--- src/rtl/uart_txd.sv ---
// uart_txd: UART transmitter. Pops bytes from a first-word-fall-through TX
// FIFO and sends each one on o_txd as a frame: a start bit, 8 data bits
// (LSB first), an optional parity bit, then 1 or 2 stop bits.
// The line idles high. The frame format and the bit period are latched when
// the byte is popped, so later configuration changes do not affect that frame.
// Optional line-break support is enabled by defining UART_TXD_BREAK_EN.
//
// FIFO handshake (valid/ready):
//   - i_fifo_notempty is "valid" for i_fifo_data.
//   - o_fifo_rd is the pop strobe. It is high for exactly one clock.
//   - The FIFO advances on the clock edge that ends that o_fifo_rd cycle.
//   - The byte is captured at the edge that raises o_fifo_rd, so data is
//     never taken from the next FIFO head.
//
// The current FSM state is visible on o_dbg_state.
module uart_txd #(
  parameter int DATA_W = 8
) (
  input  logic              i_uart_clk,
  input  logic              i_rst_n,
  input  logic              i_enable,
  input  logic              i_fifo_notempty,
  input  logic [DATA_W-1:0] i_fifo_data,
  output logic              o_fifo_rd,
  input  logic [1:0]        i_cfg_txd_parity,
  input  logic [1:0]        i_cfg_txd_sample,
  input  logic              i_cfg_txd_stop,
  output logic              o_txd,
  output logic              o_busy,
`ifdef UART_TXD_BREAK_EN
  input  logic              i_break,
`endif
  output logic [2:0]        o_dbg_state
);

  localparam int IDX_W = $clog2(DATA_W);
  localparam logic [IDX_W-1:0] IDX_LAST = IDX_W'(DATA_W - 1);

  typedef enum logic [2:0] {
    ST_IDLE   = 3'd0,
    ST_START  = 3'd1,
    ST_DATA   = 3'd2,
    ST_PARITY = 3'd3,
    ST_STOP   = 3'd4
  } state_e;

  state_e              state_q;
  logic [5:0]          cnt_q;
  logic [IDX_W-1:0]    idx_q;
  logic [DATA_W-1:0]   data_q;
  logic                par_en_q;
  logic                par_odd_q;
  logic [5:0]          dm1_q;
  logic                stop2_q;
  logic                txd_q;
  logic                busy_q;
  logic                rd_q;

  logic [5:0]          cfg_dm1_d;
  logic                start_frame_d;
  logic                wrap_d;
  logic                par_bit_d;
  logic                hold_d;
  logic                idle_line_d;

  // Decode the live bit-period field into D-1 (the baud counter's wrap value).
  always_comb begin
    cfg_dm1_d = 6'd63;
    case (i_cfg_txd_sample)
      2'b00:   cfg_dm1_d = 6'd7;
      2'b01:   cfg_dm1_d = 6'd15;
      2'b10:   cfg_dm1_d = 6'd31;
      default: cfg_dm1_d = 6'd63;
    endcase
  end

`ifdef UART_TXD_BREAK_EN
  // Mark-after-break down-counter. It counts the high time owed before the
  // next pop is allowed.
  logic [7:0] mab_q;

  // Reload with 2*D while break is held in IDLE, then count the mark time down.
  always_ff @(posedge i_uart_clk or negedge i_rst_n) begin
    if (!i_rst_n) begin
      mab_q <= 8'd0;
    end else if (state_q == ST_IDLE) begin
      if (i_break) begin
        mab_q <= {1'b0, cfg_dm1_d, 1'b0} + 8'd2;
      end else if (mab_q != 8'd0) begin
        mab_q <= mab_q - 8'd1;
      end
    end
  end

  assign hold_d      = i_break || (mab_q != 8'd0);
  assign idle_line_d = ~i_break;
`else
  assign hold_d      = 1'b0;
  assign idle_line_d = 1'b1;
`endif

  assign start_frame_d = (state_q == ST_IDLE) && i_enable && i_fifo_notempty && !hold_d;
  assign wrap_d        = (cnt_q == dm1_q);
  assign par_bit_d     = (^data_q) ^ par_odd_q;

  // Frame FSM. o_txd and o_busy are registered from the current state, so
  // the line lags the state by one clock; the start bit then begins on the
  // edge after the pop cycle.
  always_ff @(posedge i_uart_clk or negedge i_rst_n) begin
    if (!i_rst_n) begin
      state_q   <= ST_IDLE;
      cnt_q     <= '0;
      idx_q     <= '0;
      data_q    <= '0;
      par_en_q  <= 1'b0;
      par_odd_q <= 1'b0;
      dm1_q     <= '0;
      stop2_q   <= 1'b0;
      txd_q     <= 1'b1;
      busy_q    <= 1'b0;
      rd_q      <= 1'b0;
    end else begin
      rd_q  <= 1'b0;
      cnt_q <= cnt_q + 6'd1;
      case (state_q)
        ST_IDLE: begin
          txd_q  <= idle_line_d;
          busy_q <= start_frame_d;
          cnt_q  <= '0;
          idx_q  <= '0;
          if (start_frame_d) begin
            rd_q      <= 1'b1;
            data_q    <= i_fifo_data;
            par_en_q  <= ^i_cfg_txd_parity;
            par_odd_q <= (i_cfg_txd_parity == 2'b01);
            dm1_q     <= cfg_dm1_d;
            stop2_q   <= i_cfg_txd_stop;
            state_q   <= ST_START;
          end
        end
        ST_START: begin
          txd_q  <= 1'b0;
          busy_q <= 1'b1;
          if (wrap_d) begin
            cnt_q   <= '0;
            idx_q   <= '0;
            state_q <= ST_DATA;
          end
        end
        ST_DATA: begin
          txd_q  <= data_q[idx_q];
          busy_q <= 1'b1;
          if (wrap_d) begin
            cnt_q <= '0;
            if (idx_q == IDX_LAST) begin
              idx_q   <= '0;
              state_q <= par_en_q ? ST_PARITY : ST_STOP;
            end else begin
              idx_q <= idx_q + 1'b1;
            end
          end
        end
        ST_PARITY: begin
          txd_q  <= par_bit_d;
          busy_q <= 1'b1;
          if (wrap_d) begin
            cnt_q   <= '0;
            idx_q   <= '0;
            state_q <= ST_STOP;
          end
        end
        ST_STOP: begin
          txd_q  <= 1'b1;
          busy_q <= 1'b1;
          if (wrap_d) begin
            cnt_q <= '0;
            // idx_q counts the stop bits already sent when two are configured.
            if (stop2_q && (idx_q == '0)) begin
              idx_q <= 1'b1;
            end else begin
              idx_q   <= '0;
              state_q <= ST_IDLE;
            end
          end
        end
        default: begin
          txd_q   <= 1'b1;
          busy_q  <= 1'b0;
          state_q <= ST_IDLE;
        end
      endcase
    end
  end

  assign o_fifo_rd   = rd_q;
  assign o_txd       = txd_q;
  assign o_busy      = busy_q;
  assign o_dbg_state = state_q;

endmodule

--- config.mk ---
export PLATFORM = sky130hd
export DESIGN_NAME = uart_txd
export DESIGN_NICKNAME = d
export VERILOG_FILES = /design/src/rtl/uart_txd.sv
export SDC_FILE = /design/constraint.sdc
export NUM_CORES = 1
export LEC_CHECK = 0
export BUFFER_PORTS_ARGS = -buffer_cell sky130_fd_sc_hd__buf_2
export CAP_MARGIN = 10
export CORE_ASPECT_RATIO = 1.1
export CORE_MARGIN = 1
export CORE_UTILIZATION = 50
export DETAILED_ROUTE_END_ITERATION = 12
export PLACE_DENSITY_LB_ADDON = 0.12
export SLEW_MARGIN = 20
export SYNTH_ARGS = -nofsm -noshare
export SYNTH_HDL_FRONTEND = slang
export SYNTH_SLANG_ARGS = --single-unit
--- constraint.sdc ---
create_clock -name i_uart_clk -period 2.4 [get_ports i_uart_clk]
set_input_delay 0.12 -clock i_uart_clk [delete_from_list [all_inputs] [get_ports i_uart_clk]]
set_output_delay 0.12 -clock i_uart_clk [all_outputs]
set_load 0.02 [all_outputs]
==> metrics.md, run 1 <==
| Metric | Value |
|---|---|
| Standard-cell rows | 20 |
| Endpoints failing hold | 0 |
| YS warnings | 0 |
| Sw Ratio | 0.3674 |
| Final setup viols | 0 |
| RSZ-0062 raised after global routing | false |
| Wire length on met1 | 1.260 mm |
| First-pass GRT wire length | 4.554 mm |
| Port-buffer cells | 22 |
| Total number of vias | between 1000 and 1500 |
| Relative slew slack | 0.5596 |
| Max layer used | met4 |
| Post-DP HPWL | 1.979 mm |
| Peak Freq | ~0.5 GHz |
| FF+latch count, synth | 30 |
| Aggregate global-route resource usage | 0.2008 |
| Initial DRC Count | 24 |
| Register area share after synthesis | 0.4851 |
| Clock Latency Late Sink | around 330 ps |
| Pwr dens | 1194 nW/um2 |
| Vias in the first global route | just over 1000 |
| Die X | approximately 55 um |
| Worst slew pin tran | 658.5 ps |
| Post-synthesis mux area share | 0.1154 |
| P&R area growth vs syn | 14.85% |
| Met2 WL | roughly 1.3 mm |
| H-tree depth | 2 |
| Final clock skew | around 11 ps |
| Adder-cell area share of the yosys netlist | 0.04762 |
| I/O Pins | 23 |
| Synthesized area per cell | 11.57 um2 |
| Largest family of logic cells by synthesized area | simple AND/OR/NAND/NOR gates |
| Global route total overflow | 0 |
| Status | completed |
| DIE HEIGHT | 60.40 um |
| Vias per cell | 5.599 |
| Die Area | 3327 um2 |
| Post-synth ARST share | 1.000 |
| Root buffer cell | clkbuf_4 |
| Fin nets | 185 |
| Total wire length | 2.774 mm |
| Drt wl/cell | 14.08 um |
| Drt first pass iters | 6 |
| Int Power | 1344 uW |
| CTS Buffer Depth | 2 |
| Initial antenna violation count | 0 |
| Worst VDD drop | 0.7837 mV |
| CTS tree | yes |
| Tcrit/Tclk final | 0.8097 |
| Share of the synthesized area in the top cell type | 0.4681 |
| Simple-gate share of the synthesized area | 0.1267 |
| XOR/XNOR share of the synthesized area | 0.08232 |
| Largest cells by area after synthesis | dfrtp_1 47%, mux2_2 8.0%, xnor2_1 5.1% |
| Leakage | 0.0008084 uW |
| Crit Path Category | reg2reg |
| CP required | 2620 ps |
| MaxCap Viol Count | 0 |
| Fin util | 0.6241 |
| Distinct cell type count after synthesis | 44 |
| Clk slew on worst S/H paths | around 90 ps |
| Net Count, Synth | approximately 160 |
| Num CTS Buffers | 5 |
| Diode count | 0 |
| Initial Utilization | 0.5434 |
| WP data arrival | roughly 2200 ps |
| RD Place Congestion | 0.8337 |
| Clk network pwr share | 0.147 |
| Tmin final | 1943 ps |
| Reg power frac | 0.446 |
| Startpoint types | flop |
| Synth Area in Compound Gates | 0.1025 |
| Final slew viol count | 0 |
| Largest net degree at the start of global routing | 31 |
| Crit path max fanout | 14 |
| Post-Syn Area | about 1600 um2 |
| Post-synth EDFFs | 0 |
| Layout cell share with drive strength beyond 1 | 0.3049 |
| Comb pwr share | 0.407 |
| Post-Synthesis Cells | approximately 130 |
| Switching power total | 780.9 uW |
| Clock net sink count | 30 |
| Layout filler cell count | 243 |
| DR DRC count | 0 |
| Core area | 2853 um2 |
| TNS Setup | 0 ps |
| Top cells by count, synth | 29 x dfrtp_1, 12 x nor2_1, 11 x mux2_2 |
| Met3 routed WL | 138 um |
| Setup crit end kind | flop |
| Hold Crit Class | in2reg |
| Top-count cell post-synth | dfrtp_1 |
| ANT nets after route | 0 |
| Main synth FF type | dfrtp_1 |
| Cell accounting for the most synthesized area | dfrtp_1 |
[layer usage]
layer / vias to the layer above / global-route usage
met5: - / 0
met4: 0 / 0.06429
met3: 6 / 0.06767
met2: 34 / 0.3029
met1: 527 / 0.2729
li1: 536 / -
[registers in the layout, indices dropped and copies added (netlist names)]
signal       flops
data_q           8
cnt_q            6
dm1_q            4
idx_q            3
o_dbg_state      3
o_busy           1
o_fifo_rd        1
o_txd            1
par_en_q         1
par_odd_q        1
stop2_q          1
[path summary, 6_finish.rpt]
check	start	to	slack [ps]	depth (start not counted)
setup / recovery	o_dbg_state[0]	data_q[6]	460	3
hold / removal	i_fifo_data[4]	data_q[4]	20	2
setup reg to reg	o_dbg_state[0]	data_q[6]	460	3
hold reg to reg	cnt_q[0]	cnt_q[0]	510	1
max in group asynchronous	i_rst_n	o_dbg_state[0]	1630	2
min in group asynchronous	i_rst_n	cnt_q[1]	350	2
[cells by family after synthesis]
logic type | after synthesis
buffers and inverters | 13
flip-flops | 30
multiplexers | 14
AND/OR/NAND/NOR | 34
XOR/XNOR | 13
AO/OA/AOI/OAI | 24
adder cells (fa/ha/maj) | 6
[power by group through the flow]
stage | logic [uW] | clock network, uW | registers [uW]
4_1_cts | 875 | 325 | 950
6_report | 865 | 312 | 948
3_5_place_dp | 864 | 0 | 958
3_3_place_gp | 832 | 0 | 952
5_1_grt | 952 | 350 | 988
2_1_floorplan | 703 | 0 | 908
[timing repair]
action	in CTS	in global routing
hold buffers	4	0
gates resized for setup	0	0
hold endpoints to repair	32	0
buffers inserted	0	0
[stage by stage]
step | power [uW] | cell area (um2) | instances | hold slack, ps | worst slack (ps)
final | 2125 | 1780 | 197 | 18.98 | 456.6
after global routing | 2291 | 1780 | 197 | 11.97 | 326.4
after CTS | 2151 | 1780 | 197 | 3.124 | 431.2
after detailed placement | 1822 | 1680 | 185 | 194.1 | 442.9
after global placement | 1783 | 1680 | 185 | 179.1 | 487.2
after floorplan | 1611 | 1550 | 134 | -175.6 | 604.3
[worst max-delay path, stage by stage, from the launching register on]
cell,delay (ps)
dfrtp_1,500
or2_1,380
nor3_4,550
mux2_2,410
[layout by cell type, fill, tap and decap left out, types with 2 or more instances in the layout]
cell and n:
clkbuf_4 5, buf_4 2, inv_1 7, dfrtp_1 29, o21ai_0 6, mux2_2 11, mux4_2 2, xor2_1 3
buf_2 22, a21o_1 2, ha_1 5, a21oi_1 7, dlygate4sd3_1 4, nand2_1 5, nor2_1 12, xnor2_1 9
nand3_1 3
[area by class of cell]
cell class / instances / area (um2) / area share
clock inverter: 1 / 5.005 / 0.002811
tap: 33 / 41.29 / 0.02319
sequential: 30 / 752.0 / 0.4223
inverter: 7 / 26.28 / 0.01476
clock buffer: 7 / 55.05 / 0.03092
multi-input combinational: 91 / 735.7 / 0.4132
timing repair buffer: 28 / 165.2 / 0.09276
Power figures use the tool's default switching activity.
==> run 2: changes to the inputs <==
--- a/config.mk
+++ b/config.mk
@@ -5,6 +5,7 @@
 export SDC_FILE = /design/constraint.sdc
 export NUM_CORES = 1
 export LEC_CHECK = 0
+export ABC_AREA = 1
 export BUFFER_PORTS_ARGS = -buffer_cell sky130_fd_sc_hd__buf_2
 export CAP_MARGIN = 10
 export CORE_ASPECT_RATIO = 1.1
==> constraint.sdc (replaced) <==
create_clock -name i_uart_clk -period 1.7 [get_ports i_uart_clk]
set_input_delay 0.085 -clock i_uart_clk [delete_from_list [all_inputs] [get_ports i_uart_clk]]
set_output_delay 0.085 -clock i_uart_clk [all_outputs]
set_load 0.02 [all_outputs]
==> metrics.md, run 2 <==
| Metric | Value |
|---|---|
| Non-filler cells, final | 287 (+46%) |
| CTS Buffer Depth | 2 (unchanged) |
| Root buffer cell | clkbuf_4 |
| Register area share after synthesis | 0.4627 (-0.02241) |
| Net Count, Synth | 232 (+49%) |
| Post-synth ARST share | 1.000 (unchanged) |
| Share of the synthesized area in the top cell type | 0.4465 (-0.02162) |
| Pwr dens | 1571 nW/um2 (+32%) |
| Top-count cell post-synth | nand2_1 |
| Endpoints failing hold | 0 (unchanged) |
| ANT nets after route | 0 (unchanged) |
| RSZ-0062 raised after global routing | false |
| Synthesized area per cell | 7.740 um2 (-33%) |
| Core area | 3074 um2 (+7.8%) |
| Total power draw | 3094 uW (+46%) |
| Final clock skew | 6.033 ps (-5.391 ps) |
| Drt wl/cell | 11.69 um (-17%) |
| Die X | 56.36 um (+2.3%) |
| Port-buffer cells | 22 (unchanged) |
| Die Area | 3483 um2 (+4.7%) |
| Most common cell after layout, fill and taps aside | nand2_1 |
| GRT met3 Usage | 0.06832 (+0.0006538) |
| Met2 GRT Util | 0.3707 (+0.06782) |
| Layout filler cell count | 273 (+12%) |
| Met1 Resource Use GR | 0.2813 (+0.008458) |
| Total number of vias | 1416 (+28%) |
| Post-DP HPWL | 2.343 mm (+18%) |
| Largest cells by area after synthesis | dfrtp_1 45%, nand2_1 16%, inv_1 5.5% |
| Biggest regs | data_q: 8 flops, cnt_q: 6 flops, dm1_q: 4 flops |
| Postcts setup bufs | 0 (unchanged) |
| Vias in the first global route | 1312 (+30%) |
| Worst VDD drop | 1.119 mV (+43%) |
| Final worst setup slack | 181.6 ps (-275.0 ps) |
| CP required | 1930 ps (-690 ps) |
| I/O Pins | 23 (unchanged) |
| Cell accounting for the most synthesized area | dfrtp_1 |
| Largest net degree at the start of global routing | 31 (unchanged) |
| Hold Crit Class | in2reg |
| Max reg flops | 8 (unchanged) |
| Vias per cell | 4.934 (-12%) |
| Register cell area after layout | 752.0 um2 (unchanged) |
| Aggregate global-route resource usage | 0.2245 (+0.02369) |
| Status | completed |
| Clk slew on worst S/H paths | 100 ps (about the same) |
| Initial DRC Count | 58 (+140%) |
| DIE HEIGHT | 61.80 um (+2.3%) |
| Main synth FF type | dfrtp_1 |
| Crit path max fanout | 8 (-6) |
| Pre-CTS WS | 208.4 ps (-234.5 ps) |
| First-pass GRT wire length | 5.802 mm (+27%) |
| Num CTS Buffers | 5 (unchanged) |
| Fin util | 0.6406 (+0.01650) |
| Standard-cell rows | 21 (+5.0%) |
| Post-synth EDFFs | 0 (unchanged) |
| Post-Syn Area | 1625 um2 (+4.8%) |
| DR DRC count | 0 (unchanged) |
| Post-Synthesis Cells | 210 (+57%) |
| Final setup viols | 0 (unchanged) |
| Distinct cell type count after synthesis | 23 (-48%) |
| Crit Path Category | reg2reg |
| Relative slew slack | 0.5524 (-0.007150) |
| GRT busiest layer | met2 |
| Fin nets | 274 (+48%) |
| # resized after CTS | 0 (unchanged) |
| Initial antenna violation count | 0 (unchanged) |
| FF+latch count, synth | 30 (unchanged) |
| Initial Utilization | 0.5287 (-0.01473) |
| Leakage | 0.001030 uW (+27%) |
| Clock Latency Late Sink | 330 ps (about the same) |
| Tcrit/Tclk final | 0.8932 (+0.08341) |
| Most flops, register | data_q |
| Worst slew pin tran | 671.3 ps (+12.86 ps) |
| RD Place Congestion | 0.8112 (-2.7%) |
| Top cells by count, synth | 70 x nand2_1, 29 x dfrtp_1, 24 x inv_1 |
| Startpoint types | flop |
| Drt first pass iters | 4 (-2) |
| CTS tree | yes |
| Placed insts | 267 (+44%) |
| MaxCap Viol Count | 0 (unchanged) |
| Peak Freq | 0.6586 GHz (+28%) |
| H-tree depth | 2 (unchanged) |
| TNS Setup | 0 ps (unchanged) |
| Setup crit end kind | flop |
| P&R area growth vs syn | 21.17% |
| Most frequent cells in the layout | 70 x nand2_1, 29 x dfrtp_1, 24 x inv_1, 22 x buf_2, 18 x nor2_1 |
| Global route total overflow | 0 (unchanged) |
| Clock net sink count | 30 (unchanged) |
| Total wire length | 3.354 mm (+21%) |
| Layout cell share with drive strength beyond 1 | 0.1581 (-0.1468) |
| Diode count | 0 (unchanged) |
| Footprint of the multi-input gates | 773.2 um2 (+5.1%) |
| Final slew viol count | 0 (unchanged) |
| Tmin final | 1518 ps (-425.0 ps) |
| WP data arrival | 1750 ps (-410 ps) |
| YS warnings | 0 (unchanged) |
==> run 2: cell type report <==
type,instances,share of cell area
timing repair buffer,37,0.1283
multi-input combinational,154,0.3926
sequential,30,0.3818
tap,34,0.02160
inverter,24,0.04574
clock buffer,8,0.02986
==> run 2: critical path, stage by stage, from the launching register on <==
cell and delay [ps]:
dfrtp_1 490, inv_1 140, ha_1 220, nand3_1 70, nor2_1 80, nor3_4 240
nand2_2 80, nand2_1 60, nand2_1 50
==> run 2: report_power, final <==
part           internal, uW  leakage (uW)  switching, uW  total [uW]
clock network           204     0.0000326            256         459
logic                   542      0.000620            864        1410
registers               980      0.000378            248        1230
==> run 2: logic make-up after synthesis <==
family | Yosys count | share of synthesized area
DFF | 30 | 0.4627
and+or+nand+nor | 115 | 0.3110
buffers and inverters | 26 | 0.06159
adders and majority gates | 5 | 0.03849
AOI/OAI and AO/OA | 26 | 0.08315
xor gates and xnor gates | 8 | 0.04311
==> run 2: layer usage <==
| layer | vias up | wire, um |
|---|---|---|
| met5 | - | 0 |
| met4 | 0 | 45 |
| met1 | 623 | 1600 |
| met2 | 43 | 1542 |
| li1 | 745 | - |
| met3 | 5 | 165 |
==> run 2: path summary, 6_finish.rpt <==
kind	depth (start not counted)	slack, ps	from	endpoint
worst max-delay path	8	180	idx_q[0]	o_dbg_state[1]
worst min-delay path	3	50	i_cfg_txd_parity[0]	par_en_q
worst max register to register	8	180	idx_q[0]	o_dbg_state[1]
worst min register to register	2	490	stop2_q	stop2_q
max in group asynchronous	2	950	i_rst_n	o_busy
min in group asynchronous	2	310	i_rst_n	data_q[7]
==> run 2: what timing repair did <==
action,in CTS,in global routing
endpoints found under the hold margin,41,0
hold buffers,12,0
setup endpoints to repair,0,0
==> run 2: stage by stage <==
step | hold WS, ps | cell area [um2]
after floorplan | -210.6 | 1625
after global placement | 161.5 | 1790
after detailed placement | 166.0 | 1790
after CTS | 51.60 | 1969
after global routing | 91.49 | 1969
final | 51.90 | 1969
